`src/rtl/issue_queue_if.sv`:
```
// Dispatch, wakeup and issue signals of the issue queue, bundled as one interface.
// The slave modport is the queue itself; the master modport is its environment.
interface issue_queue_if #(
    parameter int unsigned DEPTH     = 8,
    parameter int unsigned PREG_W    = 5,
    parameter int unsigned PAYLOAD_W = 32
);
    localparam int unsigned CNT_W = $clog2(DEPTH + 1);

    // Dispatch side (from rename)
    logic                 dispatch_valid_i;
    logic                 dispatch_ready_o;
    logic [PREG_W-1:0]    prs1_addr_i;
    logic [PREG_W-1:0]    prs2_addr_i;
    logic [PREG_W-1:0]    prd_addr_i;
    logic                 prs1_valid_i;
    logic                 prs2_valid_i;
    logic [PAYLOAD_W-1:0] payload_i;

    // Common data bus snoop
    logic                 cdb_en_i;
    logic [PREG_W-1:0]    cdb_reg_addr_i;

    // Issue side (to functional unit)
    logic                 issue_valid_o;
    logic                 issue_ready_i;
    logic [PREG_W-1:0]    issue_prs1_addr_o;
    logic [PREG_W-1:0]    issue_prs2_addr_o;
    logic [PREG_W-1:0]    issue_prd_addr_o;
    logic [PAYLOAD_W-1:0] issue_payload_o;

    logic [CNT_W-1:0]     count_o;

    modport slave (
        input  dispatch_valid_i, prs1_addr_i, prs2_addr_i, prd_addr_i,
               prs1_valid_i, prs2_valid_i, payload_i,
               cdb_en_i, cdb_reg_addr_i, issue_ready_i,
        output dispatch_ready_o, issue_valid_o, issue_prs1_addr_o,
               issue_prs2_addr_o, issue_prd_addr_o, issue_payload_o, count_o
    );

    modport master (
        output dispatch_valid_i, prs1_addr_i, prs2_addr_i, prd_addr_i,
               prs1_valid_i, prs2_valid_i, payload_i,
               cdb_en_i, cdb_reg_addr_i, issue_ready_i,
        input  dispatch_ready_o, issue_valid_o, issue_prs1_addr_o,
               issue_prs2_addr_o, issue_prd_addr_o, issue_payload_o, count_o
    );
endinterface

```
`src/rtl/issue_queue.sv`:
```
// Collapsing, age-ordered issue queue. Entry 0 is the oldest; valid entries are
// packed at 0..count-1. Issues the oldest entry whose two sources are ready.
module issue_queue #(
    parameter int unsigned DEPTH     = 8,
    parameter int unsigned PREG_W    = 5,
    parameter int unsigned PAYLOAD_W = 32
) (
    input  logic          clk_i,
    input  logic          reset_i,
    input  logic          flush_i,
    issue_queue_if.slave  bus
);
    localparam int unsigned CNT_W   = $clog2(DEPTH + 1);
    localparam int unsigned IDX_W   = (DEPTH > 1) ? $clog2(DEPTH) : 1;
    localparam int          DEPTH_I = int'(DEPTH);

    typedef struct packed {
        logic                 valid;
        logic                 rdy1;
        logic                 rdy2;
        logic [PREG_W-1:0]    prs1;
        logic [PREG_W-1:0]    prs2;
        logic [PREG_W-1:0]    prd;
        logic [PAYLOAD_W-1:0] payload;
    } entry_t;

    entry_t           r_q [DEPTH];
    logic [CNT_W-1:0] r_count;

    entry_t           w_ext [DEPTH+1];
    entry_t           w_d   [DEPTH];
    entry_t           w_new;
    logic             w_sel_found;
    logic [IDX_W-1:0] w_sel_idx;
    logic             w_disp_ready;
    logic             w_disp_fire;
    logic             w_issue_fire;
    logic [CNT_W-1:0] w_wr_idx;
    logic [CNT_W-1:0] w_count_d;

    // Select: lowest index whose entry is valid with both sources ready
    always_comb begin
        w_sel_found = 1'b0;
        w_sel_idx   = '0;
        for (int i = DEPTH_I - 1; i >= 0; i--) begin
            if (r_q[i].valid && r_q[i].rdy1 && r_q[i].rdy2) begin
                w_sel_found = 1'b1;
                w_sel_idx   = IDX_W'(i);
            end
        end
    end

    assign w_disp_ready = (r_count < CNT_W'(DEPTH));
    assign w_disp_fire  = bus.dispatch_valid_i & w_disp_ready;
    assign w_issue_fire = w_sel_found & bus.issue_ready_i;
    // With an issue the queue collapses by one, so the tail slot moves down too
    assign w_wr_idx     = w_issue_fire ? (r_count - 1'b1) : r_count;

    // Incoming entry, including same-cycle CDB bypass so no wakeup is missed
    always_comb begin
        w_new         = '0;
        w_new.valid   = 1'b1;
        w_new.rdy1    = bus.prs1_valid_i || (bus.prs1_addr_i == '0) ||
                        (bus.cdb_en_i && (bus.cdb_reg_addr_i == bus.prs1_addr_i));
        w_new.rdy2    = bus.prs2_valid_i || (bus.prs2_addr_i == '0) ||
                        (bus.cdb_en_i && (bus.cdb_reg_addr_i == bus.prs2_addr_i));
        w_new.prs1    = bus.prs1_addr_i;
        w_new.prs2    = bus.prs2_addr_i;
        w_new.prd     = bus.prd_addr_i;
        w_new.payload = bus.payload_i;
    end

    // Next entry state: collapse above the issued slot, wake up, then write new entry
    always_comb begin
        w_ext[DEPTH] = '0;
        for (int i = 0; i < DEPTH_I; i++) begin
            w_ext[i] = r_q[i];
        end
        for (int i = 0; i < DEPTH_I; i++) begin
            w_d[i] = (w_issue_fire && (i >= int'(w_sel_idx))) ? w_ext[i+1] : w_ext[i];
            if (bus.cdb_en_i && w_d[i].valid) begin
                if (w_d[i].prs1 == bus.cdb_reg_addr_i) w_d[i].rdy1 = 1'b1;
                if (w_d[i].prs2 == bus.cdb_reg_addr_i) w_d[i].rdy2 = 1'b1;
            end
            if (w_disp_fire && (int'(w_wr_idx) == i)) begin
                w_d[i] = w_new;
            end
        end
    end

    // Occupancy: +1 on dispatch only, -1 on issue only
    always_comb begin
        w_count_d = r_count;
        if (w_disp_fire && !w_issue_fire) begin
            w_count_d = r_count + 1'b1;
        end else if (!w_disp_fire && w_issue_fire) begin
            w_count_d = r_count - 1'b1;
        end
    end

    // State register; flush behaves exactly like reset and drops same-cycle traffic
    always_ff @(posedge clk_i) begin
        if (reset_i || flush_i) begin
            for (int i = 0; i < DEPTH_I; i++) begin
                r_q[i] <= '0;
            end
            r_count <= '0;
        end else begin
            for (int i = 0; i < DEPTH_I; i++) begin
                r_q[i] <= w_d[i];
            end
            r_count <= w_count_d;
        end
    end

    assign bus.dispatch_ready_o  = w_disp_ready;
    assign bus.issue_valid_o     = w_sel_found;
    assign bus.issue_prs1_addr_o = r_q[w_sel_idx].prs1;
    assign bus.issue_prs2_addr_o = r_q[w_sel_idx].prs2;
    assign bus.issue_prd_addr_o  = r_q[w_sel_idx].prd;
    assign bus.issue_payload_o   = r_q[w_sel_idx].payload;
    assign bus.count_o           = r_count;
endmodule
```
`src/flat_wrapper.sv`:
```
// flat-port wrapper written by rule: the top's interface ports become plain ports
module issue_queue_flat 
#(
    parameter int unsigned DEPTH     = 8,
    parameter int unsigned PREG_W    = 5,
    parameter int unsigned PAYLOAD_W = 32
)
  (clk_i, reset_i, flush_i, bus_dispatch_valid_i, bus_prs1_addr_i, bus_prs2_addr_i, bus_prd_addr_i, bus_prs1_valid_i, bus_prs2_valid_i, bus_payload_i, bus_cdb_en_i, bus_cdb_reg_addr_i, bus_issue_ready_i, bus_dispatch_ready_o, bus_issue_valid_o, bus_issue_prs1_addr_o, bus_issue_prs2_addr_o, bus_issue_prd_addr_o, bus_issue_payload_o, bus_count_o);
  issue_queue_if #(.DEPTH(DEPTH), .PREG_W(PREG_W), .PAYLOAD_W(PAYLOAD_W)) bus_i ();
  input  logic clk_i;
  input  logic reset_i;
  input  logic flush_i;
  input wire logic [$bits(bus_i.dispatch_valid_i)-1:0] bus_dispatch_valid_i;
  input wire logic [$bits(bus_i.prs1_addr_i)-1:0] bus_prs1_addr_i;
  input wire logic [$bits(bus_i.prs2_addr_i)-1:0] bus_prs2_addr_i;
  input wire logic [$bits(bus_i.prd_addr_i)-1:0] bus_prd_addr_i;
  input wire logic [$bits(bus_i.prs1_valid_i)-1:0] bus_prs1_valid_i;
  input wire logic [$bits(bus_i.prs2_valid_i)-1:0] bus_prs2_valid_i;
  input wire logic [$bits(bus_i.payload_i)-1:0] bus_payload_i;
  input wire logic [$bits(bus_i.cdb_en_i)-1:0] bus_cdb_en_i;
  input wire logic [$bits(bus_i.cdb_reg_addr_i)-1:0] bus_cdb_reg_addr_i;
  input wire logic [$bits(bus_i.issue_ready_i)-1:0] bus_issue_ready_i;
  output wire logic [$bits(bus_i.dispatch_ready_o)-1:0] bus_dispatch_ready_o;
  output wire logic [$bits(bus_i.issue_valid_o)-1:0] bus_issue_valid_o;
  output wire logic [$bits(bus_i.issue_prs1_addr_o)-1:0] bus_issue_prs1_addr_o;
  output wire logic [$bits(bus_i.issue_prs2_addr_o)-1:0] bus_issue_prs2_addr_o;
  output wire logic [$bits(bus_i.issue_prd_addr_o)-1:0] bus_issue_prd_addr_o;
  output wire logic [$bits(bus_i.issue_payload_o)-1:0] bus_issue_payload_o;
  output wire logic [$bits(bus_i.count_o)-1:0] bus_count_o;
  assign bus_i.dispatch_valid_i = bus_dispatch_valid_i;
  assign bus_i.prs1_addr_i = bus_prs1_addr_i;
  assign bus_i.prs2_addr_i = bus_prs2_addr_i;
  assign bus_i.prd_addr_i = bus_prd_addr_i;
  assign bus_i.prs1_valid_i = bus_prs1_valid_i;
  assign bus_i.prs2_valid_i = bus_prs2_valid_i;
  assign bus_i.payload_i = bus_payload_i;
  assign bus_i.cdb_en_i = bus_cdb_en_i;
  assign bus_i.cdb_reg_addr_i = bus_cdb_reg_addr_i;
  assign bus_i.issue_ready_i = bus_issue_ready_i;
  assign bus_dispatch_ready_o = bus_i.dispatch_ready_o;
  assign bus_issue_valid_o = bus_i.issue_valid_o;
  assign bus_issue_prs1_addr_o = bus_i.issue_prs1_addr_o;
  assign bus_issue_prs2_addr_o = bus_i.issue_prs2_addr_o;
  assign bus_issue_prd_addr_o = bus_i.issue_prd_addr_o;
  assign bus_issue_payload_o = bus_i.issue_payload_o;
  assign bus_count_o = bus_i.count_o;
  issue_queue #(.DEPTH(DEPTH), .PREG_W(PREG_W), .PAYLOAD_W(PAYLOAD_W)) u_core (.clk_i(clk_i), .reset_i(reset_i), .flush_i(flush_i), .bus(bus_i));
endmodule
```
`config.mk`:
```
export PLATFORM = sky130hd
export DESIGN_NAME = issue_queue_flat
export DESIGN_NICKNAME = d
export VERILOG_FILES = /design/src/rtl/issue_queue_if.sv /design/src/rtl/issue_queue.sv /design/src/flat_wrapper.sv
export SDC_FILE = /design/constraint.sdc
export NUM_CORES = 1
export LEC_CHECK = 0
export CORE_UTILIZATION = 35
export CTS_CLUSTER_SIZE = 20
export DETAILED_ROUTE_END_ITERATION = 6
export HOLD_SLACK_MARGIN = 0.02
export PLACE_DENSITY_LB_ADDON = 0.15
export SYNTH_ARGS = -nofsm -noshare
export SYNTH_HDL_FRONTEND = slang
export SYNTH_SLANG_ARGS = --single-unit
```
`constraint.sdc`:
```
create_clock -name clk_i -period 2.69 [get_ports clk_i]
set_input_delay 0.4035 -clock clk_i [delete_from_list [all_inputs] [get_ports clk_i]]
set_output_delay 0.4035 -clock clk_i [all_outputs]
set_load 0.01 [all_outputs]
```
Word-level counts from Yosys, hierarchy flattened:

Memory sizes are Yosys's and may differ from the RTL's.
Cells that the tools add are included.

* equality and inequality tests: 25
* add/sub/neg operators: 2
* reductions and logical operators: 54
* order comparisons: 8
* bitwise gates (word level): 10
* muxes and demuxes: 70

Operators with widths (count)
* $mux W50: 24
* $eq A5 B5 Y1: 18
* $logic_and A1 B1 Y1: 43
* $mux W1: 27
* $mux W3: 8
* $eq A4 B4 Y1 const B: 4
* $mux W2: 8
* $mux W4: 3
* $logic_not A5 Y1: 2
* $ge A3 B3 Y1 const A: 3
* $eq A4 B3 Y1 const B: 2
* $or A1 B1 Y1: 8
* $ge A1 B3 Y1 const A: 2
* $ge A2 B3 Y1 const A: 2
* $logic_or A1 B1 Y1: 5
* $add A4 B1 Y4 const B: 1
* $eq A4 B2 Y1 const B: 1
* $logic_not A4 Y1: 1
* $lt A4 B4 Y1 const B: 1
* $sub A4 B1 Y4 const B: 1
* $and A1 B1 Y1: 2
* $logic_not A1 Y1: 2
* $reduce_bool A2 Y1: 1

* input bits: 60
* RAM bits: 400
* output and inout bits: 53
* memories: 1
* logic and storage cells: 171
* bits in registers: 4

Memories
* u_core.r_q: words 8, width 50, rd ports 9, clocked after Yosys merged registers in 0, wr ports 8, line issue_queue.sv:27 `entry_t r_q [DEPTH];`

Logic depth before layout (Yosys ltp):

Gate-level depths: netlist of the first run.
An unclocked memory read counts as a cell.

* word-level depth: 19
* mapped depth: 12
* mapped depth without buffers: 9

Worst setup path before layout of the first run:

Ideal clock, no wire load.

* kind: register -> output
* start: memory u_core.r_q[4][47] (netlist name)
* end: output port bus_issue_payload_o[21]
* stages on the path, launching flop included: 11
* required time: 2287 ps
* slack: 211 ps
* arrival: 2076 ps
* cells stage by stage: dfxtp_1 > nand3_2 > a41oi_1 > a21oi_1 > o21a_1 > buf_2 > buf_6 > buf_2 > nand2_1 > a21oi_1 > or4_1

RTL lines
* start: declaration: line issue_queue.sv:27
* end: declaration: line flat_wrapper.sv:28 `output wire logic [$bits(bus_i.issue_payload_o)-1:0] bus_issue_payload_o;`

==> results_dict.tcl, run 1 <==
set metrics [dict create \
    status "finished, violations left" \
    violations "negative setup slack" \
    vias 24400 \
    syn2layout_area_growth_pct 37.7 \
    antenna_found_initial 3 \
    crit_end "bus_issue_payload_o[23]" \
    fp.dieH_microns 256 \
    hold_path_class "in -> reg" \
    seqPwrFrac 0.420 \
    synth_area_sq_um 22500 \
    drt-total-wl_mm 104 \
    hpwl_mm 53.4 \
    placed_area_sq_um 25800 \
    core_area_sq_um 63300 \
    antenna_left 0 \
    worstPathMaxFanout 8 \
    io_pins 113 \
    finalNonFillerCells 4048 \
    cp_top_family "simple AND/OR/NAND/NOR gates" \
    slew_violations 0 \
    synth_nets 3043 \
    power_frac_comb 0.102 \
    synthArstFlopShare 0 \
    skew_ns 0.0315 \
    final-hold-violation-count 0 \
    peakVddDrop_mv 0.448 \
    cp.arrival_ns 3.02 \
    yosysWarnings 0 \
    start_util 0.356 \
    max_slew.worst_pin.slew_ns 0.944 \
    cp.depth 11 \
    cts.sinks 404 \
    clock.fmax_mhz 292 \
    numCtsBuffers 50 \
    rsz0062_at_grt "true" \
    cts_max_level 2 \
    slowest_stage "or4_4" \
    pre_cts_slack_ns -0.451 \
    synth-edff-count 0 \
    gp_congestion 0.877 \
    r2r_start "u_core.r_q[4][47]$_SDFF_PP0_" \
    crit_path_max_incr_delay_ns 0.54 \
    cts_buffer_depth 3 \
    num_rows 92 \
    sw_frac_of_total 0.265 \
    final.setup.worst_slack_ns -0.733 \
    powerDensity_nw_per_um2 470 \
    max_slew_margin 0.371 \
    crit_chain "nand3_2, nand3b_1, a21oi_4, o21ai_4, buf_12, buf_12, buf_12, nand2_2, a21oi_2, or4_4, buf_6" \
    num-nets-final 3223 \
    synth.avg_cell_area_sq_um 7.56 \
    drive_gt1_frac 0.263 \
    avgViaCountPerCell 6.02 \
    dieArea_sq_um 65400 \
    rrSetupSlack_ns -0.14 \
    grt_max_degree 81 \
    crit_path_start "u_core.r_q[7][49]$_SDFF_PP0_" \
    cts_tree "yes" \
    finalSetupViolCount 173 \
    final.period_utilization 1.27 \
    clk_latency_ns 0.62 \
    synth_seq_cells 404 \
    drc_errors 0 \
    r2r_end "u_core.r_q[4][26]$_SDFFE_PP0P_" \
    switchingPower_mw 3.87 \
    clkTransAtPathRegs_ns 0.06 \
    numPortBuffers 112 \
    grt_pass1_vias 22300 \
    grt_pass1_wl_mm 137 \
    drtIter0Drc 2639 \
    root_buffer "clkbuf_16" \
    crit_path_start_kind "flop" \
    ff2ff_path_depth 16 \
    p_leak_nw 11.4 \
    path_buf_inv 4 \
    required_ns 2.29 \
    intPower_mw 10.7 \
    ys_seq_area_frac 0.359 \
    synthDistinctLibCells 70 \
    crit_type "reg -> out" \
    fin_area_sq_um 31000 \
    drv_cap 0 \
    grt.total_usage 0.267 \
    wl_per_cell_microns 25.6 \
    dr.pass1.iters 6 \
    placedCellCount 3831 \
    clkPwrFrac 0.478 \
    crit_path_end_kind "primary output" \
    final_util 0.490 \
    synthCells 2980 \
    fp.dieW_microns 256 \
    overflow 0 \
    crit_path_frequent_cell "buf_12" \
    synth_ff_type "dfxtp_1" \
    finalCriticalPeriod_ns 3.42 \
]
==> cell usage after synthesis, types with 7 or more instances <==
library cell	number	area, sq um
clkbuf_1	154	578
nand4_1	9	56.3
a311oi_1	153	1340
a211oi_2	41	513
xnor2_1	59	517
buf_4	15	113
dfxtp_1	404	8090
mux2i_1	187	1870
buf_1	20	75.1
a21oi_1	261	1310
nand3_2	7	70.1
a211oi_1	139	1040
nand2_1	679	2550
nor3_1	10	50.1
o21ai_0	23	115
a31oi_1	14	87.6
buf_2	126	631
or4_1	51	383
or3_1	8	50.1
nand2b_1	8	50.1
nand3_1	134	671
nor2_1	354	1330
xor2_1	21	184
inv_1	11	41.3
==> worst reg2reg max path: cells and delay by family, from the launching register on <==
family,cells,cell delay (ns)
simple gates,3,0.31
compound gates,3,0.55
mux,1,0.24
flops,1,0.34
buf+inv,9,1.30
==> final cells by class <==
cell class / instances / area (sq um)
antenna: 1 / 2.50
clock buffer: 73 / 1530
clock inverter: 20 / 160
fill: 6005 / 32300
inverter: 16 / 67.6
multi-input combinational: 2244 / 14400
sequential: 404 / 8100
tap: 846 / 1060
timing repair buffer: 444 / 5710
==> stage by stage <==
stage	hold slack, ns	TNS, ns	power, mW
after floorplan	0.459	0	6.89
after global placement	0.468	-17.72	7.38
after detailed placement	0.470	-17.38	7.40
after CTS	0.370	-31.99	14.3
after global routing	0.437	-51.89	15.0
final	0.421	-33.92	14.6
==> state kept, by name, indices dropped and copies added, names as in the netlist <==
signal and count:
u_core.bus.count_o 4, u_core.r_q 400
==> cell usage in the layout (no fill, tap or decap), drive strengths merged, types with 10 or more instances in the layout <==
cell type      count
a211oi           180
o21ai             28
or4               51
nor2             354
inv               16
a311oi           153
buf              342
a21oi            261
clkbuf           111
nand2            681
mux2i            189
xor2              21
nor3              10
xnor2             59
a31oi             14
nand4             11
clkinv            17
clkdlybuf4s50     63
dfxtp            404
nand3            141
==> cells by family (layout without fill, tap and decap cells) <==
logic type                 after synthesis  after routing  share of synthesized area
AOI/OAI and AO/OA                      681            682                      0.216
and+or+nand+nor                       1287           1288                      0.240
muxes                                  191            191                     0.0860
xor gates and xnor gates                80             80                     0.0311
buffers and inverters                  334            553                     0.0662
adders and majority gates                3              3                    0.00167
other                                    0              1                          0
DFF                                    404            404                      0.359
==> how the worst min path moves through the flow <==
| stage | start | to | slack [ns] | cells after the start |
|---|---|---|---|---|
| floorplan | u_core.r_q[0][35]$_SDFFE_PP0P_ | u_core.r_q[0][35]$_SDFFE_PP0P_ | 0.46 | 2 |
| global placement | u_core.r_q[0][3]$_SDFFE_PP0P_ | u_core.r_q[0][3]$_SDFFE_PP0P_ | 0.47 | 2 |
| detailed placement | u_core.r_q[0][11]$_SDFFE_PP0P_ | u_core.r_q[0][11]$_SDFFE_PP0P_ | 0.47 | 2 |
| CTS | bus_issue_ready_i | u_core.r_q[4][49]$_SDFF_PP0_ | 0.37 | 5 |
| global route | bus_issue_ready_i | u_core.r_q[0][36]$_SDFFE_PP0P_ | 0.44 | 4 |
| finish | bus_issue_ready_i | u_core.r_q[4][49]$_SDFF_PP0_ | 0.42 | 5 |
==> timing repair <==
item / 4_1_cts / 5_1_grt
pin swaps: 28 / 133
buffers inserted: 27 / 44
gates resized for setup: 322 / 323
endpoints found under the setup margin: 98 / 410
hold buffers: 0 / 0
gates cloned: 18 / 49
==> metal layers <==
metal / wire length [microns] / global-route usage / share of wire / vias up
li1: - / - / - / 10900
met1: 44300 / 0.362 / 0.43 / 11900
met2: 46600 / 0.427 / 0.45 / 1318
met3: 9250 / 0.0407 / 0.089 / 257
met4: 3610 / 0.0986 / 0.035 / 4
met5: 31 / 0 / 0.00030 / -
==> power by group through the flow <==
| stage | Combinational [mW] | Clock [mW] | Sequential (mW) |
|---|---|---|---|
| final | 1.49 | 6.98 | 6.12 |
| after global routing | 1.55 | 7.28 | 6.13 |
| after CTS | 1.18 | 7.04 | 6.11 |
| after detailed placement | 1.15 | 0 | 6.24 |
| after global placement | 1.14 | 0 | 6.24 |
| after floorplan | 0.660 | 0 | 6.23 |
(Power assumes the default switching activity.)
==> inputs of run 2 (changes only) <==
--- a/config.mk
+++ b/config.mk
@@ -5,6 +5,7 @@
 export SDC_FILE = /design/constraint.sdc
 export NUM_CORES = 1
 export LEC_CHECK = 0
+export CORE_MARGIN = 2
 export CORE_UTILIZATION = 35
 export CTS_CLUSTER_SIZE = 20
 export DETAILED_ROUTE_END_ITERATION = 6
==> run 2 against run 1 <==
  * The flow still finishes with violations (negative setup slack)
  * Clock-buffer cell count decreased by 6
  * Global-route usage increased by 1.1 points
  * Fmax down 0.17%
  * Utilization down 0.092 points
  * Sequential share of layout area shrank 0.26 points
  * Non-clock buffer count is 27 higher
  * Die area is 1.6% higher
  * Wire length is 1.1% lower
  * Sequential power hardly changed
  * Power grew 0.59%
  * Critical path depth is 1 higher
  * Largest cell class unchanged
  * Largest power group unchanged
==> results_dict.tcl, run 2 (synthesis gave the netlist of run 1 again) <==
set metrics [dict create \
    peakVddDrop_mv 0.506 \
    seqPwrFrac 0.417 \
    root_buffer "clkbuf_16" \
    core_area_sq_um 64100 \
    powerDensity_nw_per_um2 468 \
    crit_type "reg -> out" \
    placed_area_sq_um 26100 \
    clk_latency_ns 0.63 \
    grt_max_degree 86 \
    finalSetupViolCount 49 \
    crit_path_end_kind "primary output" \
    final_cell_mix "nand2_1 (576), dfxtp_1 (391), nor2_1 (345)" \
    crit_path_max_incr_delay_ns 0.52 \
    worstPathMaxFanout 6 \
    clkTransAtPathRegs_ns 0.06 \
    fin_total_pwr_mw 14.7 \
    final_util 0.489 \
    required_ns 2.29 \
    drc_errors 0 \
    drive_gt1_frac 0.263 \
    numPortBuffers 112 \
    hold_path_class "in -> reg" \
    crit_path_start_kind "flop" \
    cp.arrival_ns 3.03 \
    antenna_found_initial 3 \
    rsz0062_at_grt "true" \
    regMostFlops "u_core.r_q" \
    num-nets-final 3250 \
    intPower_mw 10.9 \
    hpwl_mm 55.1 \
    final.setup.worst_slack_ns -0.739 \
    max_slew.worst_pin.slew_ns 0.768 \
    path_buf_inv 5 \
    p_leak_nw 11.7 \
    fp.dieH_microns 258 \
    final.period_utilization 1.27 \
    clock.fmax_mhz 292 \
    cp_top_family "simple AND/OR/NAND/NOR gates" \
    grt_pass1_vias 22300 \
    drv_cap 0 \
    start_util 0.352 \
    violations "negative setup slack" \
    dr.pass1.iters 6 \
    cts_max_level 2 \
    max_slew_margin 0.488 \
    clkPwrFrac 0.486 \
    cts_tree "yes" \
    grt.total_usage 0.278 \
    syn2layout_area_growth_pct 39.2 \
    fp.dieW_microns 258 \
    layout_commonest_cell "nand2_1" \
    final-hold-violation-count 0 \
    numCtsBuffers 50 \
    crit_path_frequent_cell "buf_6" \
    cts.sinks 404 \
    status "finished, violations left" \
    overflow 0 \
    finalCriticalPeriod_ns 3.43 \
    dieArea_sq_um 66400 \
    slowest_stage "or4_4" \
    cts_buffer_depth 3 \
    drtIter0Drc 2620 \
    slew_violations 0 \
    drt-total-wl_mm 103 \
    power_frac_comb 0.096 \
    io_pins 113 \
    vias 24200 \
    gp_congestion 0.880 \
    crit_chain "nand3_2, nand3b_1, a21oi_4, o21ai_4, buf_6, buf_12, buf_16, buf_6, nand2_1, a21oi_1, or4_4, buf_6" \
    sw_frac_of_total 0.261 \
    num_rows 93 \
    grt_pass1_wl_mm 142 \
    largest_register_ff_count 400 \
    avgViaCountPerCell 5.93 \
    fin_area_sq_um 31400 \
    switchingPower_mw 3.83 \
    wl_per_cell_microns 25.2 \
    antenna_left 0 \
    skew_ns 0.0373 \
]
==> run 2: changes by cell type in the layout (fill, tap and decap cells not counted), moves of 18 or more <==
cell | before | now
buf_4 | 155 | 179
nand2_1 | 608 | 576
a211oi_2 | 78 | 60
nor2_1 | 326 | 345
a211oi_1 | 102 | 120
==> run 2: cell type report <==
| type | instances | area [sq um] |
|---|---|---|
| timing repair buffer | 471 | 6060 |
| inverter | 16 | 67.6 |
| tap | 855 | 1070 |
| clock buffer | 67 | 1430 |
| clock inverter | 23 | 293 |
| sequential | 404 | 8100 |
| fill | 5990 | 32700 |
| antenna | 1 | 2.50 |
| multi-input combinational | 2244 | 14400 |
==> run 2: per-stage QoR <==
step | TNS (ns) | hold slack (ns) | setup slack (ns) | cells
3_3_place_gp | -19.55 | 0.469 | -0.469 | 3858
4_1_cts | -29.21 | 0.387 | -0.723 | 4007
3_5_place_dp | -23.27 | 0.473 | -0.490 | 3858
2_1_floorplan | 0 | 0.459 | 0.211 | 2980
5_1_grt | -35.43 | 0.415 | -0.818 | 4081
6_report | -29.75 | 0.418 | -0.739 | 4081
==> run 2: repair_timing <==
item,4_1_cts,5_1_grt
hold buffers,0,0
buffers inserted,31,50
gates resized for setup,385,264
pin swaps,62,157
endpoints found under the setup margin,181,337
gates cloned,28,28
==> run 2: worst min-delay path, delay by kind of cell <==
kind            cells  cell delay [ns]
buf+inv             2             0.40
simple gates        1             0.11
compound gates      1             0.08
==> run 2: metal layers <==
layer | track usage | vias to the layer above | part of all wire
li1 | - | 10900 | -
met1 | 0.381 | 11900 | 0.42
met2 | 0.444 | 1201 | 0.45
met3 | 0.0487 | 222 | 0.090
met4 | 0.0865 | 2 | 0.036
met5 | 0 | - | 0.000068
==> run 2: worst paths after layout <==
path | from | end | slack (ns) | depth (start not counted)
worst max-delay path | u_core.r_q[7][49]$_SDFF_PP0_ | bus_issue_payload_o[5] | -0.74 | 12
worst min-delay path | bus_issue_ready_i | u_core.r_q[0][5]$_SDFFE_PP0P_ | 0.42 | 4
worst max register to register | u_core.r_q[5][48]$_SDFF_PP0_ | u_core.r_q[4][36]$_SDFFE_PP0P_ | -0.01 | 14
worst min register to register | u_core.r_q[7][27]$_SDFFE_PP0P_ | u_core.r_q[7][27]$_SDFFE_PP0P_ | 0.48 | 2
==> run 2: power groups by stage <==
stage	Clock [mW]	Sequential (mW)	Combinational [mW]
6_report	7.14	6.13	1.42
5_1_grt	7.46	6.13	1.49
4_1_cts	7.24	6.12	1.19
3_5_place_dp	0	6.24	1.17
3_3_place_gp	0	6.24	1.16
2_1_floorplan	0	6.23	0.660
